<file path="src/rtl/layer_seq_pkg.sv">
// Shared types and helpers for the layer output sequencer.
package layer_seq_pkg;

    typedef enum logic {
        IDLE  = 1'b0,
        SHIFT = 1'b1
    } state_e;

    // Index width, never less than one bit so NN==1 still has a legal counter.
    function automatic int cnt_width(input int n);
        return (n > 1) ? $clog2(n) : 1;
    endfunction

endpackage

</file>
<file path="src/rtl/layer_out_sequencer_argmax.sv">
// Signed running arg-max over one streamed inference; ties keep the lower index.
module seq_argmax
    import layer_seq_pkg::*;
#(
    parameter int dataWidth = 16,
    parameter int CNT_W     = 5
) (
    input  logic                        clk,
    input  logic                        rst,
    input  logic                        valid_i,
    input  logic                        last_i,
    input  logic signed [dataWidth-1:0] data_i,
    input  logic [CNT_W-1:0]            idx_i,
    output logic [CNT_W-1:0]            max_idx_o,
    output logic                        max_valid_o
);

    logic signed [dataWidth-1:0] best_q;
    logic [CNT_W-1:0]            best_idx_q;
    logic [CNT_W-1:0]            max_idx_q;
    logic                        max_valid_q;
    logic                        take;
    logic [CNT_W-1:0]            win_idx;

    // Word 0 always seeds the tracker, so no clearing is needed between inferences.
    assign take    = valid_i & ((idx_i == '0) | (data_i > best_q));
    assign win_idx = take ? idx_i : best_idx_q;

    always_ff @(posedge clk) begin
        if (take) begin
            best_q <= data_i;
        end
    end

    always_ff @(posedge clk or posedge rst) begin
        if (rst) begin
            best_idx_q  <= '0;
            max_idx_q   <= '0;
            max_valid_q <= 1'b0;
        end else begin
            if (take) begin
                best_idx_q <= idx_i;
            end
            max_valid_q <= valid_i & last_i;
            if (valid_i & last_i) begin
                max_idx_q <= win_idx;
            end
        end
    end

    assign max_idx_o   = max_idx_q;
    assign max_valid_o = max_valid_q;

endmodule

</file>
<file path="src/rtl/layer_out_sequencer.sv">
// Buffers one layer's parallel outputs and streams them word by word to the next layer.
// Optional arg-max tracking on the stream is enabled with `define LAYER_SEQ_ARGMAX_EN.
module layer_out_sequencer
    import layer_seq_pkg::*;
#(
    parameter int NN        = 30,
    parameter int dataWidth = 16
) (
    input  logic                    clk,
    input  logic                    rst,
    input  logic [NN-1:0]           i_valid,
    input  logic [NN*dataWidth-1:0] i_data,
    input  logic                    o_ready,
    output logic                    o_valid,
    output logic [dataWidth-1:0]    o_data,
    output logic                    o_last,
    output logic                    o_busy,
`ifdef LAYER_SEQ_ARGMAX_EN
    output logic [cnt_width(NN)-1:0] o_max_idx,
    output logic                     o_max_valid,
`endif
    output logic                    o_overrun
);

    localparam int               CNT_W    = cnt_width(NN);
    localparam logic [CNT_W-1:0] LAST_IDX = CNT_W'(NN - 1);

    typedef logic signed [dataWidth-1:0] word_t;

    state_e           state_q, state_d;
    logic [CNT_W-1:0] idx_q, idx_d;
    logic             overrun_q, overrun_d;
    word_t            buf_q [NN];
    word_t            cur_word;
    logic             trig, hs, at_last, load;
    logic             unused_valid_bits;

    // All neurons of a layer finish together, so neuron 0 stands in for the whole layer.
    assign trig              = i_valid[0];
    assign unused_valid_bits = ^i_valid;
    assign at_last           = (idx_q == LAST_IDX);
    assign hs                = o_valid & o_ready;

    always_comb begin
        state_d   = state_q;
        idx_d     = idx_q;
        overrun_d = overrun_q;
        load      = 1'b0;
        case (state_q)
            IDLE: begin
                if (trig) begin
                    load    = 1'b1;
                    idx_d   = '0;
                    state_d = SHIFT;
                end
            end
            SHIFT: begin
                if (hs && at_last) begin
                    idx_d = '0;
                    if (trig) begin
                        load = 1'b1;
                    end else begin
                        state_d = IDLE;
                    end
                end else begin
                    if (hs) begin
                        idx_d = idx_q + 1'b1;
                    end
                    // Buffer still in use: the new layer result is lost.
                    if (trig) begin
                        overrun_d = 1'b1;
                    end
                end
            end
            default: state_d = IDLE;
        endcase
    end

    always_ff @(posedge clk or posedge rst) begin
        if (rst) begin
            state_q   <= IDLE;
            idx_q     <= '0;
            overrun_q <= 1'b0;
        end else begin
            state_q   <= state_d;
            idx_q     <= idx_d;
            overrun_q <= overrun_d;
        end
    end

    always_ff @(posedge clk) begin
        if (load) begin
            for (int k = 0; k < NN; k++) begin
                buf_q[k] <= i_data[k*dataWidth +: dataWidth];
            end
        end
    end

    assign cur_word  = buf_q[idx_q];
    assign o_valid   = (state_q == SHIFT);
    assign o_busy    = (state_q == SHIFT);
    assign o_last    = o_valid & at_last;
    assign o_data    = o_valid ? cur_word : '0;
    assign o_overrun = overrun_q;

`ifdef LAYER_SEQ_ARGMAX_EN
    seq_argmax #(
        .dataWidth (dataWidth),
        .CNT_W     (CNT_W)
    ) u_argmax (
        .clk         (clk),
        .rst         (rst),
        .valid_i     (hs),
        .last_i      (at_last),
        .data_i      (cur_word),
        .idx_i       (idx_q),
        .max_idx_o   (o_max_idx),
        .max_valid_o (o_max_valid)
    );
`endif

endmodule
</file>
<file path="config.mk">
export PLATFORM = sky130hd
export DESIGN_NAME = layer_out_sequencer
export DESIGN_NICKNAME = d
export VERILOG_FILES = /design/src/rtl/layer_seq_pkg.sv /design/src/rtl/layer_out_sequencer_argmax.sv /design/src/rtl/layer_out_sequencer.sv
export SDC_FILE = /design/constraint.sdc
export NUM_CORES = 1
export LEC_CHECK = 0
export BUFFER_PORTS_ARGS = -buffer_cell sky130_fd_sc_hd__clkbuf_2
export CORE_MARGIN = 2
export CORE_UTILIZATION = 40
export DETAILED_ROUTE_END_ITERATION = 12
export PLACE_DENSITY = 0.67
export RECOVER_POWER = 50
export SKIP_LAST_GASP = 1
export SLEW_MARGIN = 10
export SYNTH_ARGS = -nofsm -noshare
export SYNTH_HDL_FRONTEND = slang
export SYNTH_SLANG_ARGS = --single-unit
</file>
<file path="constraint.sdc">
create_clock -name clk -period 39 [get_ports clk]
set_input_delay 1.95 -clock clk [delete_from_list [all_inputs] [get_ports clk]]
set_output_delay 1.95 -clock clk [all_outputs]
set_load 0.02 [all_outputs]
</file>
**Word level (Yosys, flattened, before mapping)**

Memories as Yosys holds them, arrays and structs flattened.
Cells that the tools add are included.

- $add $sub $neg: 1
- $mul: 0
- Divide/modulo/power cells: 0
- $lt $le $gt $ge: 0
- Equality and inequality tests: 3
- Shifts and indexed selects: 0
- Muxes and demuxes: 12
- Bitwise operators: 4
- Reductions and logical operators: 3

Operator list:

| cell | number |
|---|---|
| $mux 16 | 1 |
| $mux 5 | 3 |
| $pmux 5 s2 | 1 |
| $add 5x1->5 const B | 1 |
| $eq 5x5->1 const B | 1 |
| $mux 1 | 5 |
| $pmux 1 s2 | 2 |
| $ne 3x1->1 const B | 1 |
| $reduce_and 3->1 | 1 |
| $and 1x1->1 | 2 |
| $ne 2x2->1 const B | 1 |
| $not 1->1 | 2 |
| $reduce_and 2->1 | 1 |
| $logic_and 1x1->1 | 1 |

- Bits in registers: 7
- Latch bits: 0
- RAM bits: 480
- Bits in read-only memories: 0
- Memories kept: 1

Memories:

| name | words | bits a word | read ports | clocked after memory_dff | write ports | RTL line | RTL |
|---|---|---|---|---|---|---|---|
| buf_q | 30 | 16 | 1 | 0 | 30 | layer_out_sequencer.sv:33 | `word_t buf_q [NN];` |

**Depth between registers and ports, before layout**

Gate-level depths: netlist of the first run.

- Word-level depth: 6
- Mapped depth: 9
- Mapped depth without buffers: 6

**Worst setup path before layout of the first run**

No wires, ideal clock.

- Kind: input-to-reg
- Start: in o_ready
- End: mem buf_q[0][0] in the netlist's numbering, enable pin
- Library setup time: 903 ps
- Arrival: 12856 ps
- Data required time: 38097 ps
- Slack: 25241 ps
- Stages: 3
- Path buffers: 0
- Cell sequence: nand2_1 -> nand2_1 -> and2_1

RTL lines:

| element | RTL line | RTL |
|---|---|---|
| start: declaration | layer_out_sequencer.sv:13 | `input logic o_ready,` |
| end: declaration | layer_out_sequencer.sv:33 |  |

==> metrics.md, run 1 <==
| Metric | Value |
|---|---|
| Utilization after layout | `0.4955` |
| Starting density of the core | `0.4027` |
| Core area | `47,450 µm²` |
| Hold Vio Cnt, Final | `0` |
| #FFs+latches synth | `487` |
| Final Max Slew Viols | `51` |
| Via/cell ratio | `5.158` |
| Clock transition at path regs | `0.06 ns` |
| Vias in the first global route | `11,080` |
| Clock buffer depth | `3` |
| Share of cells above drive strength 1 | `0.4434` |
| Largest net degree at the start of global routing | `180` |
| I/O pins | `533` |
| Fill cells | `4,007` |
| Detailed-router iteration count before antenna repair | `6` |
| Die H | `222.6 µm` |
| Leading area contributor after synthesis | `edfxtp_1` |
| Tightest Hold Check Type | `reg -> reg` |
| Global route total overflow | `0` |
| Clock sinks | `487` |
| Post-synth top cells | `edfxtp_1 (480), mux4_2 (71), mux2i_1 (66)` |
| RSZ-0062 raised after global routing | `false` |
| Outcome | `finished, violations left` |
| Layout overhead on the synthesized area | `23.04%` |
| Critical Path Source Type | `input pin` |
| Violated checks | `max-capacitance violations, max-slew violations` |
| Routed wire per std cell | `23.76 µm` |
| Actual slew at the worst max-slew pin | `3.287 ns` |
| Setup Viol. Count Final | `0` |
| # DRC | `0` |
| Area share of the largest cell type after synthesis | `0.7543` |
| Area of the multi-input gates | `4085 µm²` |
| CTS-repair resized insts | `0` |
| Final setup TNS | `0 ns` |
| H-tree depth | `2` |
| Vias | `10,530` |
| Number of CTS-inserted buffers | `49` |
| Final wirelength | `48,510 µm` |
| Initial antenna violation count | `5` |
| WP data required | `39.19 ns` |
| Cell Pwr Density | `59.13 nW/µm²` |
| Post-DP HPWL | `35,170 µm` |
| Buffers on Ports | `503` |
| Period utilisation layout | `0.2008` |
| Synth top area cells | `edfxtp_1 (75%), mux4_2 (8.4%), mux4_1 (3.6%)` |
| Achievable clock frequency | `127.7 MHz` |
| Chip width | `222.6 µm` |
| Peak VDD IR | `0.04356 mV` |
| FP Rows | `80` |
| Post-cts hold buffer count | `0` |
| Die ar. | `49,540 µm²` |
| Syn nets | `1,387` |
| Mapped Cells | `872` |
| Setup Buffers After CTS | `0` |
| Worst Skew | `0.02101 ns` |
| ANT nets after route | `0` |
| Detailed Route Iter0 Violations | `785` |
| Clock Latency Late Sink | `0.58 ns` |
| Global-route wire length before repair | `69,900 µm` |
| Max-Cap Viols | `1` |
| Post-layout minimum cycle time | `7.833 ns` |
| Reg area | `14,600 µm²` |
| TritonCTS clock tree | `yes` |
| Post-synthesis cell type count | `50` |
| Max_slew headroom | `-1.193` |
| Ys Warns | `0` |
| Total GRT Usage | `0.1940` |
| Syn_area_per_cell | `21.91 µm²` |
| Sequential area share after synthesis | `0.7635` |
| Hold WS | `0.4795 ns` |
| Layout net count | `1,903` |
| Power Total | `1390 µW` |
| Clock root buffer master | `clkbuf_16` |
| Primary FF master, synth | `edfxtp_1` |
| Most frequent cell after synthesis | `edfxtp_1` |
| Worst EP arrival | `8.03 ns` |
| P_leak | `0.008622 µW` |
| Kind of end point of the critical path | `flip-flop` |
| RePlAce Congestion | `0.8031` |
| Crit Path Category | `in -> reg` |
| CP max FO | `91` |
| Async set or reset register ratio after synthesis | `0.01437` |
| Post-synth EDFFs | `480` |
| Mapped cell area | `19,110 µm²` |
critical path, stage by stage:
cell and delay, ns:
clkbuf_1 0.28, nand2_1 0.13, nand2_1 0.10, and2_0 2.37
buf_4 1.16, buf_4 0.87, buf_4 0.95
logic make-up (layout without fill, tap and decap cells):
group / count (synthesis) / after routing / synth area share
other cells: 0 / 4 / 0
flops: 487 / 487 / 0.7635
buf+inv: 55 / 606 / 0.02272
mux: 176 / 176 / 0.1617
compound gates: 75 / 75 / 0.03176
simple gates: 77 / 77 / 0.01906
fa+ha+maj: 2 / 2 / 0.001309
worst paths after layout:
path | endpoint | cells after the start | slack [ns] | from
setup / recovery | buf_q[25][8]$_DFFE_PP_ | 7 | 31.17 | o_ready
hold / removal | o_overrun$_DFFE_PP0P_ | 1 | 0.48 | o_overrun$_DFFE_PP0P_
setup reg to reg | buf_q[25][8]$_DFFE_PP_ | 9 | 31.58 | idx_q[1]$_DFFE_PP0P_
hold reg to reg | o_overrun$_DFFE_PP0P_ | 1 | 0.48 | o_overrun$_DFFE_PP0P_
max in group asynchronous | idx_q[2]$_DFFE_PP0P_ | 2 | 37.44 | rst
min in group asynchronous | o_busy$_DFF_PP0_ | 2 | 1.31 | rst
cell usage in the layout (no fill, tap or decap), drive strengths merged, types with 3 or more instances in the layout:
| master | count |
|---|---|
| a21oi | 5 |
| a22oi | 19 |
| a41o | 8 |
| and2 | 3 |
| buf | 13 |
| clkbuf | 558 |
| clkinv | 26 |
| dfrtp | 7 |
| diode | 4 |
| edfxtp | 480 |
| inv | 6 |
| mux2 | 13 |
| mux2i | 66 |
| mux4 | 97 |
| nand2 | 35 |
| nand3 | 6 |
| nand3b | 3 |
| nand4 | 4 |
| nor2 | 13 |
| nor2b | 6 |
| o2111ai | 8 |
| o211a | 10 |
| o21ai | 6 |
| o22a | 4 |
| o311ai | 5 |
per-layer routing:
layer  up-vias  wire length (µm)  GRT usage
met5         -                 0          0
met4         0              1579    0.07361
met3        91              3742    0.05012
met2       445             24130     0.3222
met1      5271             19060     0.2458
li1       4726                 -          -
layout make-up:
type / count / share of cell area
Sequential cell: 487 / 0.6211
Clock inverter: 31 / 0.008622
Multi-Input combinational cell: 330 / 0.1738
Clock buffer: 55 / 0.05311
Inverter: 4 / 0.0006386
Antenna cell: 4 / 0.0004258
Timing Repair Buffer: 516 / 0.1096
Tap cell: 615 / 0.03273
report_power, final:
group,switching [µW],internal [µW],leakage [µW]
clock network,192,242,0.000713
registers,17.1,591,0.00439
logic,200,149,0.00352
total,408,982,0.00862
metrics by stage:
stage	cells	instance area, µm²	setup WS (ns)
finish	2042	23510	31.17
global route	2041	23510	30.57
CTS	2038	23550	32.88
detailed placement	1952	22100	32.69
global placement	1952	22100	32.88
floorplan	872	19110	25.24
state kept, by name, indices dropped and copies added, names as in the netlist:
signal / cells
o_overrun: 1
idx_q: 5
buf_q: 480
o_busy: 1
Note: power is estimated with default switching activity, not from simulation.
==> run 2, diff against run 1 <==
- PLACE_DENSITY: 0.67 -> 0.69
- clock period: 39 -> 6.3 ns (I/O delays scaled with it)
==> run 2 against run 1 <==
The flow now stops in clock tree synthesis (4_1_cts). Synthesized area stayed put. Synthesized cell count stayed put.
==> metrics.md, run 2 <==
| Metric | Value |
|---|---|
| Outcome | `stopped before the end` |
| Last stage | `clock tree synthesis (4_1_cts)` |
| Log Error | `[ERROR RSZ-0060] Max buffer count reached.` |
| Post-synthesis cell type count | `50 (unchanged)` |
| Synth Area in Compound Gates | `0.03176 (unchanged)` |
| Syn nets | `1,387 (unchanged)` |
| XOR/XNOR share of the synthesized area | `0 (unchanged)` |
| I/O pins | `533 (unchanged)` |
| Post-synth top cells | `edfxtp_1 (480), mux4_2 (71), mux2i_1 (66)` |
| Clock buffer depth | `3 (unchanged)` |
| Mapped cell area | `19,110 µm² (unchanged)` |
| Mapped Cells | `872 (unchanged)` |
| Primary FF master, synth | `edfxtp_1` |
| CTS-repair resized insts | `0 (unchanged)` |
| FP Rows | `80 (unchanged)` |
| Area share of the largest cell type after synthesis | `0.7543 (unchanged)` |
| Syn_area_per_cell | `21.91 µm² (unchanged)` |
| Setup Buffers After CTS | `0 (unchanged)` |
| Post-DP HPWL | `35,020 µm (-0.43%)` |
| Simple-gate share of the synthesized area | `0.01905 (unchanged)` |
| Most frequent cell after synthesis | `edfxtp_1` |
| Clock root buffer master | `clkbuf_16` |
| Sequential area share after synthesis | `0.7635 (unchanged)` |
| Clock sinks | `487 (unchanged)` |
| Synth top area cells | `edfxtp_1 (75%), mux4_2 (8.4%), mux4_1 (3.6%)` |
| Starting density of the core | `0.4027 (unchanged)` |
| #FFs+latches synth | `487 (unchanged)` |
| Ys Warns | `0 (unchanged)` |
| H-tree depth | `2 (unchanged)` |
| Buffers on Ports | `503 (unchanged)` |
| Post-synthesis adder-cell area fraction | `0.001310 (unchanged)` |
| Async set or reset register ratio after synthesis | `0.01437 (unchanged)` |
| Number of CTS-inserted buffers | `50 (+2.0%)` |
| Die H | `222.6 µm (unchanged)` |
| RePlAce Congestion | `0.8169 (+1.7%)` |
| Chip width | `222.6 µm (unchanged)` |
| Leading area contributor after synthesis | `edfxtp_1` |
| Post-cts hold buffer count | `410 (+410)` |
| Mux cell area share after synthesis | `0.1617 (unchanged)` |
| Largest family of logic cells by synthesized area | `multiplexers` |
| Post-synth EDFFs | `480 (unchanged)` |
[run 2: cell counts after synthesis]
No cell type changed its count.
[run 2: metrics by stage]
| step | utilization | std cells | cell area [µm²] | worst slack [ns] | hold WS [ns] |
|---|---|---|---|---|---|
| detailed placement | 0.4669 | 1952 | 22150 | 2.528 | 0.2528 |
| global placement | 0.4669 | 1952 | 22150 | 2.512 | 0.2450 |
| floorplan | - | 872 | 19110 | 1.020 | 0.1184 |
[run 2: cells by family after synthesis]
| kind of cell | count (synthesis) |
|---|---|
| fa+ha+maj | 2 |
| buf+inv | 55 |
| mux | 176 |
| simple gates | 77 |
| compound gates | 75 |
| flops | 487 |
==> run 3, diff against run 2 <==
- CORE_UTILIZATION: 40 -> 25
- PLACE_DENSITY: 0.69 -> not set
- PLACE_DENSITY_LB_ADDON: not set -> 0.15
- clock period: 6.3 -> 8.2 ns (I/O delays scaled with it)
==> run 3 against run 2 <==
The flow now finishes, with violations (max-capacitance violations, max-slew violations).
==> metrics.md, run 3 (synthesized netlist as in run 1, its figures left out) <==
| Metric | Value |
|---|---|
| RePlAce Congestion | `0.7432 (-9.0%)` |
| Number of CTS-inserted buffers | `57 (+14%)` |
| P_leak | `0.01088 µW` |
| Final wirelength | `60,940 µm` |
| Final Max Slew Viols | `71` |
| ANT nets after route | `0` |
| Final setup TNS | `0 ns` |
| Worst EP arrival | `4.85 ns` |
| Detailed Route Iter0 Violations | `705` |
| Die H | `280.5 µm (+26%)` |
| Crit Path Category | `reg -> out` |
| Chip width | `280.5 µm (+26%)` |
| H-tree depth | `2 (unchanged)` |
| Outcome | `finished, violations left` |
| FP Rows | `101 (+26%)` |
| Via/cell ratio | `4.243` |
| Routed wire per std cell | `20.99 µm` |
| I/O pins | `533 (unchanged)` |
| # DRC | `0` |
| Violated checks | `max-capacitance violations, max-slew violations` |
| Regs by FF count | `buf_q x480, idx_q x5` |
| Max reg flops | `480` |
| RSZ-0062 raised after global routing | `false` |
| Critical path cell sequence | `buf_12 -> mux4_2 -> mux2i_1 -> o311ai_0 -> clkbuf_2` |
| Achievable clock frequency | `190.2 MHz` |
| Die ar. | `78,660 µm²` |
| Largest net degree at the start of global routing | `171` |
| Initial antenna violation count | `9` |
| CTS-repair resized insts | `0 (unchanged)` |
| Most frequent cells in the layout | `dlygate4sd3_1 (481), edfxtp_1 (480), clkbuf_2 (476)` |
| Buffers on Ports | `503 (unchanged)` |
| Max_slew headroom | `-0.5948` |
| Clock transition at path regs | `0.06 ns` |
| Clock sinks | `487 (unchanged)` |
| Starting density of the core | `0.2520 (-0.1507)` |
| Max-Cap Viols | `2` |
| Clock buffer depth | `3 (unchanged)` |
| Total GRT Usage | `0.1526` |
| Setup Viol. Count Final | `0` |
| Period utilisation layout | `0.6410` |
| Post-layout minimum cycle time | `5.257 ns` |
| Actual slew at the worst max-slew pin | `2.392 ns` |
| Tightest Hold Check Type | `in -> reg` |
| Peak VDD IR | `0.2015 mV` |
| Vias in the first global route | `13,670` |
| Critical Path Source Type | `flip-flop` |
| Commonest non-fill, non-tap cell in the layout | `dlygate4sd3_1` |
| Global route total overflow | `0` |
| Clock Latency Late Sink | `0.63 ns` |
| Reg with most FFs | `buf_q` |
| Worst path slowest cell | `dfrtp_1` |
| CP max FO | `95` |
| Clock root buffer master | `clkbuf_16` |
| WP data required | `7.79 ns` |
| Post-DP HPWL | `41,990 µm (+20%)` |
| Vias | `12,320` |
| Kind of end point of the critical path | `primary output` |
| Utilization after layout | `0.3864` |
| Layout overhead on the synthesized area | `53.32%` |
| Share of cells above drive strength 1 | `0.3436` |
| Layout net count | `2,388` |
| Global-route wire length before repair | `87,380 µm` |
| Core area | `75,820 µm²` |
| TritonCTS clock tree | `yes` |
| Worst path max stage delay | `1.96 ns` |
| Hold Vio Cnt, Final | `0` |
| Worst Skew | `0.01981 ns` |
| Detailed-router iteration count before antenna repair | `5` |
| Cell Pwr Density | `255.8 nW/µm²` |
run 3: path summary, 6_finish.rpt:
check | start | endpoint | slack [ns] | cells after the start
max reg2reg | idx_q[1]$_DFFE_PP0P_ | buf_q[4][3]$_DFFE_PP_ | 3.81 | 7
min | i_valid[0] | idx_q[4]$_DFFE_PP0P_ | 0.08 | 2
max in group asynchronous | rst | idx_q[2]$_DFFE_PP0P_ | 7.62 | 3
min reg2reg | o_overrun$_DFFE_PP0P_ | o_overrun$_DFFE_PP0P_ | 0.47 | 1
min in group asynchronous | rst | idx_q[0]$_DFFE_PP0P_ | 0.32 | 3
max | idx_q[1]$_DFFE_PP0P_ | o_data[9] | 2.94 | 5
run 3: cell type report:
| class | instances | area [µm²] |
|---|---|---|
| Clock inverter | 35 | 470.5 |
| Sequential cell | 487 | 14600 |
| Multi-Input combinational cell | 330 | 4088 |
| Timing Repair Buffer | 993 | 7412 |
| Clock buffer | 69 | 1471 |
| Inverter | 4 | 15.01 |
| Fill cell | 7159 | 46530 |
| Tap cell | 978 | 1224 |
| Antenna cell | 7 | 17.52 |
run 3: report_power, final:
group	total [µW]	switching [µW]	internal, µW
Sequential	2960	155	2810
Combinational	1900	1020	875
Clock	2640	1070	1570
run 3: repair_timing:
action / 4_1_cts / 5_1_grt
hold endpoints to repair: 487 / 0
setup endpoints to repair: 0 / 0
buffers inserted: 0 / 0
hold buffers: 481 / 0
run 3: critical path: cells and delay by family, from the launching register on:
kind	cells	cell delay, ns
flip-flops	1	1.96
buffers and inverters	2	0.81
multiplexers	2	1.18
AO/OA/AOI/OAI	1	0.21
run 3: routing by layer:
metal  global-route usage  share of wire  up-vias
met4              0.03894          0.019        6
met5                    0        0.00074        -
met1               0.1882           0.41     6127
li1                     -              -     5712
met2               0.2683           0.51      385
met3              0.03539          0.061       87
run 3: metrics by stage:
stage                     cell area, µm²  total power [µW]  hold WS (ns)  std cells  setup slack, ns
after floorplan                    19110              4072        0.2134        872           0.3971
after global placement             22560              4776        0.3534       2311            4.396
after detailed placement           22560              4777        0.3570       2311            4.343
after CTS                          29320              7655       0.03210       2896            3.796
after global routing               29290              7858       0.05781       2902            2.647
final                              29300              7494       0.07636       2903            2.943
